**src/rtl/wb_regfile_pkg.sv**
```systemverilog
// Shared CPU package for the 16-bit pipeline: datapath widths and named
// architectural register indices used by writeback, decode and forwarding.
package wb_regfile_pkg;

    localparam int DATA_W   = 16;
    localparam int ADDR_W   = 4;
    localparam int NUM_REGS = 1 << ADDR_W;
    localparam int CNT_W    = 16;

    typedef logic [DATA_W-1:0] word_t;
    typedef logic [ADDR_W-1:0] reg_addr_t;

    typedef enum logic [ADDR_W-1:0] {
        R0 = 4'd0,
        R1 = 4'd1,
        R2 = 4'd2,
        R3 = 4'd3,
        R4 = 4'd4,
        R5 = 4'd5,
        R6 = 4'd6,
        R7 = 4'd7,
        SP = 4'd8,
        IH = 4'd9,
        RA = 4'd10,
        T  = 4'd11
    } reg_idx_e;

endpackage

```
**src/rtl/wb_mux.sv**
```systemverilog
// 2:1 writeback select (memory result vs ALU result). Shared with the
// forwarding unit so both consumers see the identical writeback value.
module wb_mux #(
    parameter int DATA_W = 16
) (
    input  logic              i_memtoreg,
    input  logic [DATA_W-1:0] i_alures,
    input  logic [DATA_W-1:0] i_memres,
    output logic [DATA_W-1:0] o_wb_data
);

    assign o_wb_data = i_memtoreg ? i_memres : i_alures;

endmodule

```
**src/rtl/wb_regfile.sv**
```systemverilog
// Writeback-stage register file: 16 entries, two async read ports, a debug
// port and a commit counter. Define WB_REGFILE_BYPASS_EN for write-to-read bypass.
module wb_regfile
    import wb_regfile_pkg::*;
#(
    parameter int DATA_W = wb_regfile_pkg::DATA_W,
    parameter int ADDR_W = wb_regfile_pkg::ADDR_W
) (
    input  logic              CLK,
    input  logic              RST,
    input  logic              memtoreg_i,
    input  logic [ADDR_W-1:0] regdst_i,
    input  logic              regwrite_i,
    input  logic [DATA_W-1:0] alures_i,
    input  logic [DATA_W-1:0] memres_i,
    input  logic [ADDR_W-1:0] rs_addr_i,
    input  logic [ADDR_W-1:0] rt_addr_i,
    output logic [DATA_W-1:0] rs_data_o,
    output logic [DATA_W-1:0] rt_data_o,
    output logic [DATA_W-1:0] wb_data_o,
    input  logic [ADDR_W-1:0] dbg_addr_i,
    output logic [DATA_W-1:0] dbg_data_o,
    output logic [CNT_W-1:0]  wr_count_o
);

    localparam int N_REGS = 1 << ADDR_W;

    logic [DATA_W-1:0] r_regs [N_REGS];
    logic [CNT_W-1:0]  r_wr_count;
    logic [DATA_W-1:0] w_wb_data;

    wb_mux #(
        .DATA_W (DATA_W)
    ) u_wb_mux (
        .i_memtoreg (memtoreg_i),
        .i_alures   (alures_i),
        .i_memres   (memres_i),
        .o_wb_data  (w_wb_data)
    );

    // NOTE: the array is reset entry-by-entry because software relies on
    // every register reading zero after reset; this forces flops, not RAM.
    always_ff @(posedge CLK or negedge RST) begin
        if (!RST) begin
            for (int i = 0; i < N_REGS; i++) begin
                r_regs[i] <= '0;
            end
            r_wr_count <= '0;
        end else if (regwrite_i) begin
            r_regs[regdst_i] <= w_wb_data;
            r_wr_count       <= r_wr_count + 1'b1;
        end
    end

    always_comb begin
        rs_data_o = r_regs[rs_addr_i];
        rt_data_o = r_regs[rt_addr_i];
`ifdef WB_REGFILE_BYPASS_EN
        // Bypass ignores reset: decode sees the in-flight value even though
        // the commit itself is suppressed.
        if (regwrite_i && (rs_addr_i == regdst_i)) begin
            rs_data_o = w_wb_data;
        end
        if (regwrite_i && (rt_addr_i == regdst_i)) begin
            rt_data_o = w_wb_data;
        end
`endif
    end

    assign dbg_data_o = r_regs[dbg_addr_i];
    assign wb_data_o  = w_wb_data;
    assign wr_count_o = r_wr_count;

endmodule

```
**config.mk**
```make
export PLATFORM = sky130hd
export DESIGN_NAME = wb_regfile
export DESIGN_NICKNAME = d
export VERILOG_FILES = /design/src/rtl/wb_regfile_pkg.sv /design/src/rtl/wb_mux.sv /design/src/rtl/wb_regfile.sv
export SDC_FILE = /design/constraint.sdc
export NUM_CORES = 1
export LEC_CHECK = 0
export ABC_AREA = 0
export CORE_ASPECT_RATIO = 1.2
export CORE_MARGIN = 1
export CORE_UTILIZATION = 29
export DETAILED_ROUTE_END_ITERATION = 6
export HOLD_SLACK_MARGIN = 0.08
export PLACE_DENSITY = 0.51
export SYNTH_ARGS = -nofsm -noshare
export SYNTH_HDL_FRONTEND = slang
export SYNTH_SLANG_ARGS = --single-unit
```
**constraint.sdc**
```tcl
create_clock -name CLK -period 2.6 [get_ports CLK]
set_clock_uncertainty 0.2 [all_clocks]
set_input_delay 0.26 -clock CLK [delete_from_list [all_inputs] [get_ports CLK]]
set_output_delay 0.26 -clock CLK [all_outputs]
set_load 0.02 [all_outputs]
```
**After elaboration in Yosys (flattened, before gate mapping)**

Index checks and enable logic that the tools add are counted.

- $add $sub $neg: 1
- Magnitude comparators: 5
- Muxes and demuxes: 13
- Bitwise logic cells: 4
- Reductions and logical operators: 1

Operator list:

| operator | number |
|---|---|
| $bwmux W256 | 1 |
| $bmux W16 S4 | 3 |
| $mux W16 | 8 |
| $demux W16 S4 | 1 |
| $ge A5 B5 Y1 const B | 4 |
| $not A4 Y5 | 4 |
| $add A16 B1 Y16 const B | 1 |
| $lt A5 B1 Y1 const B | 1 |
| $logic_and A1 B1 Y1 | 1 |

- Register bits: 272
- Input bits: 52
- Output and inout bits: 80
- Word-level logic and storage cells: 41

**Longest topological paths before layout**

Gate-level depths: netlist of run 1.

- Depth in word-level cells: 6
- Depth in mapped cells: 7
- Depth with buffers taken out: 5

**Hierarchy**

Synthesis of run 1 repeated with hierarchy kept, for this count alone.

- Cell total of the unflattened synthesis: 1061
- Area, all modules: 16129.2 µm²

Modules (own cells, without submodules):

| module | instances | cells an instance | area an instance (µm²) | seq. area each (µm²) |
|---|---|---|---|---|
| wb_regfile | 1 | 1043 | 15880.2 | 6806.5 |
| wb_mux | 1 | 18 | 249.0 | 0.0 |

**Worst setup path before layout of run 1**

OpenSTA, ideal clock, no wires.

- Path kind: input to output
- Start point: input port dbg_addr_i[0]
- End point: output port dbg_data_o[10]
- Arrival: 1.536 ns
- Data required time: 2.140 ns
- Path slack: 0.604 ns
- Cell stages on the path: 5
- Path buffers: 2
- Path through: buf_4 > buf_2 > mux4_2 > a22oi_1 > nand2_1

- Cells in the longest elaborated chain, start to end: 4

RTL lines:

| item | line | text |
|---|---|---|
| start: declaration | wb_regfile.sv:21 | `input logic [ADDR_W-1:0] dbg_addr_i,` |
| $not A4 Y5 (implied by the code) | wb_regfile.sv:70 | `assign dbg_data_o = r_regs[dbg_addr_i];` |
| $bmux W16 S4 | wb_regfile.sv:70 |  |
| $mux W16 (implied by the code) (2 in series) | wb_regfile.sv:70 |  |
| end: declaration | wb_regfile.sv:22 | `output logic [DATA_W-1:0] dbg_data_o,` |

No other way between the ends. The select of a mux whose other input is x is not followed.

**Worst setup path after layout of run 1**

- Start point: register r_regs[73] in the netlist's numbering
- End point: output port rt_data_o[9]

- Cells in the longest elaborated chain, start to end: 3

RTL lines:

| item | line | text |
|---|---|---|
| start: declaration | wb_regfile.sv:28 | `logic [DATA_W-1:0] r_regs [N_REGS];` |
| start signal: indexed assignment | wb_regfile.sv:50 | `r_regs[regdst_i] <= w_wb_data;` |
| $bmux W16 S4 | wb_regfile.sv:57 | `rt_data_o = r_regs[rt_addr_i];` |
| $mux W16 (implied by the code) (2 in series) | wb_regfile.sv:57 |  |
| end: declaration | wb_regfile.sv:19 | `output logic [DATA_W-1:0] rt_data_o,` |

No other way between the ends. The select of a mux whose other input is x is not followed.

==> results of run 1 <==
==> Yosys cell counts <==
cell,n
nand2_1,151
and2_1,3
buf_1,15
and3_1,3
nor3_1,2
buf_6,1
nor2_1,177
xor2_1,7
o21ai_1,49
nand3_1,4
clkbuf_1,72
a21oi_1,160
clkbuf_2,3
mux2i_1,8
or3_1,3
o21ai_0,47
buf_4,13
xnor2_1,8
mux4_2,192
inv_1,16
mux2i_2,8
and4_1,1
buf_2,30
nor3b_2,1
mux2_2,1
ha_1,1
nand4_1,5
dfrtp_1,272
nand2b_1,3
a22oi_1,96
nor2b_1,6
nand3b_1,3
==> path summary, 6_finish.rpt <==
check | end | slack [ns] | cells past startpoint
hold / removal | wr_count_o[11] | 0.07 | 2
min in group CLK | wr_count_o[13] | 0.31 | 1
setup / recovery | rt_data_o[9] | 0.03 | 4
setup reg to reg | wr_count_o[12] | 0.87 | 5
max in group asynchronous | r_regs[219] | 1.18 | 3
hold reg to reg | wr_count_o[13] | 0.31 | 1
==> final cells by class <==
class	count	area [um2]	share of cell area, %
Sequential cell	272	6810	33.9
Tap cell	705	882	4.40
Clock buffer	38	862	4.30
Clock inverter	19	287	1.43
Multi-Input combinational cell	939	8340	41.6
Timing Repair Buffer	254	2820	14.1
Inverter	16	60.1	0.299
==> repair_timing <==
action	CTS	global route
cloned	0	0
endpoints found under the hold margin	245	0
endpoints found under the setup margin	48	41
hold buffers	1	0
pin swaps	5	9
gates resized for setup	150	49
==> power by group <==
part | internal [mW] | switching, mW
Sequential | 5.22 | 0.995
Clock | 3.04 | 1.91
Combinational | 2.47 | 2.15
==> registers in the layout, summed over array words and instances, names as in the netlist <==
| name | cells |
|---|---|
| wr_count_o | 16 |
| r_regs | 256 |
==> stage by stage <==
stage	setup TNS (ns)	std cells	utilization, %	cell area (um2)
6_report	0	2243	38.0	20100
5_1_grt	0	2243	38.0	20100
4_1_cts	-0.0609	2243	38.1	20100
3_5_place_dp	-1.38	2185	35.7	18900
3_3_place_gp	-1.74	2185	35.7	18900
2_1_floorplan	0	1361	-	15600
==> per-layer routing <==
layer / wire, um / vias to the layer above / GRT usage (%)
met4: 2350 / 0 / 8.87
li1: - / 5400 / -
met1: 22600 / 6228 / 27.4
met5: 0 / - / 0
met3: 3100 / 106 / 2.64
met2: 26600 / 471 / 33.1
==> cell families after synthesis <==
kind of cell	share of synthesized area, %
buffers and inverters	4.24
xor gates and xnor gates	0.843
and+or+nand+nor	9.30
DFF	43.7
muxes	29.0
AOI/OAI and AO/OA	12.8
adders and majority gates	0.0803
==> cell usage in the layout, fill, tap and decap left out, drive strengths merged <==
master / n
nor3: 2
ha: 1
clkinv: 7
buf: 149
clkbuf: 51
clkdlybuf4s50: 76
nor3b: 1
dlygate4sd3: 1
o21ai: 96
nand2b: 3
nor2b: 6
bufinv: 7
nand3b: 3
clkdlybuf4s15: 15
dfrtp: 272
nand4: 5
nand3: 4
or3: 3
and2: 3
mux2: 1
mux4: 192
a21oi: 160
a22oi: 96
and4: 1
xor2: 7
nor2: 177
and3: 3
inv: 17
nand2: 151
clkinvlp: 4
xnor2: 8
mux2i: 16
==> metrics, run 1 <==
Synth Register Bits 272; largest area contributor in the netlist dfrtp_1; Worst setup SP type register; Post-Syn Instances 1361; crit-path leading delay family multiplexers; Clk pin slew, worst setup/hold paths 0.06 ns; die area 54700 um2; crit-path max FO 4; crit-path cells mux4_2, a22oi_2, nand2_1, clkdlybuf4s15_2; critical path startpoint r_regs[73]; CTS tree done; Final Setup Violations 0; Setup CP Type reg2out; FF-to-FF Start wr_count_o[0]; floorplan row count 92; Power Dens Cells 787 nW/um2; Die X 214 um; final wirelength 54600 um; Post-DRT Antenna Nets 0; Slew @ Worst Pin 0.696 ns; DR pass1 iterations 5; RSZ-0062 raised after global routing false; minimum clock period 2.57 ns; Port Buffers 131; initial antenna violation count 0; dpl hpwl 35800 um; Slowest cell on crit path mux4_2; result of the run finished clean; Final Cycle Share 98.8%; CTS Buffer Depth 3; peak supply drop 0.547 mV; yosys warns 0; Synth top area share 43.7%; layout cell share with drive strength beyond 1 31.6%; H-tree depth 1; via count 12200; Remaining Overflow, GRT 0; vias in the first global route 12800; MaxCap Viol Count 0; final worst slack 0.0320 ns; CP Buf/Inv Count 1; largest net degree at the start of global routing 78; RD Place Congestion 0.823; PnR Total Power 15.8 mW; I/O Pins 132; Synth area leaders dfrtp_1 (44%), mux4_2 (28%), a21oi_1 (5.1%); core area 52800 um2; worst hold path class in2async; post-synthesis instance area 15600 um2; part of the Yosys area used for sequential elements 43.7%; per-cell routed wire length 24.3 um; fmax 389 MHz; worst slew margin relative to its limit 53.6%; # nets final 1567; Synth Area per Inst 11.5 um2; pre-CTS setup slack -0.0834 ns; clk sinks 272; ant diodes 0; post-synth net total 1414; Die Y 256 um; Clock Latency Late Sink 0.57 ns; crit path capture type primary output; Final Hold Slack 0.0745 ns; Worst EP arrival 2.11 ns; CTS root buf clkbuf_16; post-CTS setup buffer count 0; fin. max-slew vios 0; number of fillers in the final layout 5035; CTS Buf Count 31; 1st-iter DRT viols 989; Required @ worst endpoint 2.14 ns; routed vias/inst 5.44; first-pass GRT wire length 83300 um; Layout area overhead 28.7%; crit-path max cell delay 0.51 ns; # DRC 0; LEAKAGE 8.10 nW; All-Layer GR Usage 20.5%; Final Hold Vio Count 0; Cell variety after synth 32; Initial Util 29.5%
Power figures use the tool's default switching activity.
==> inputs of run 2 (changes only) <==
CORE_MARGIN = not set   (was 1)
==> results of run 2 <==
Same layout as run 1: the final DEF is identical, and so are final timing and power.
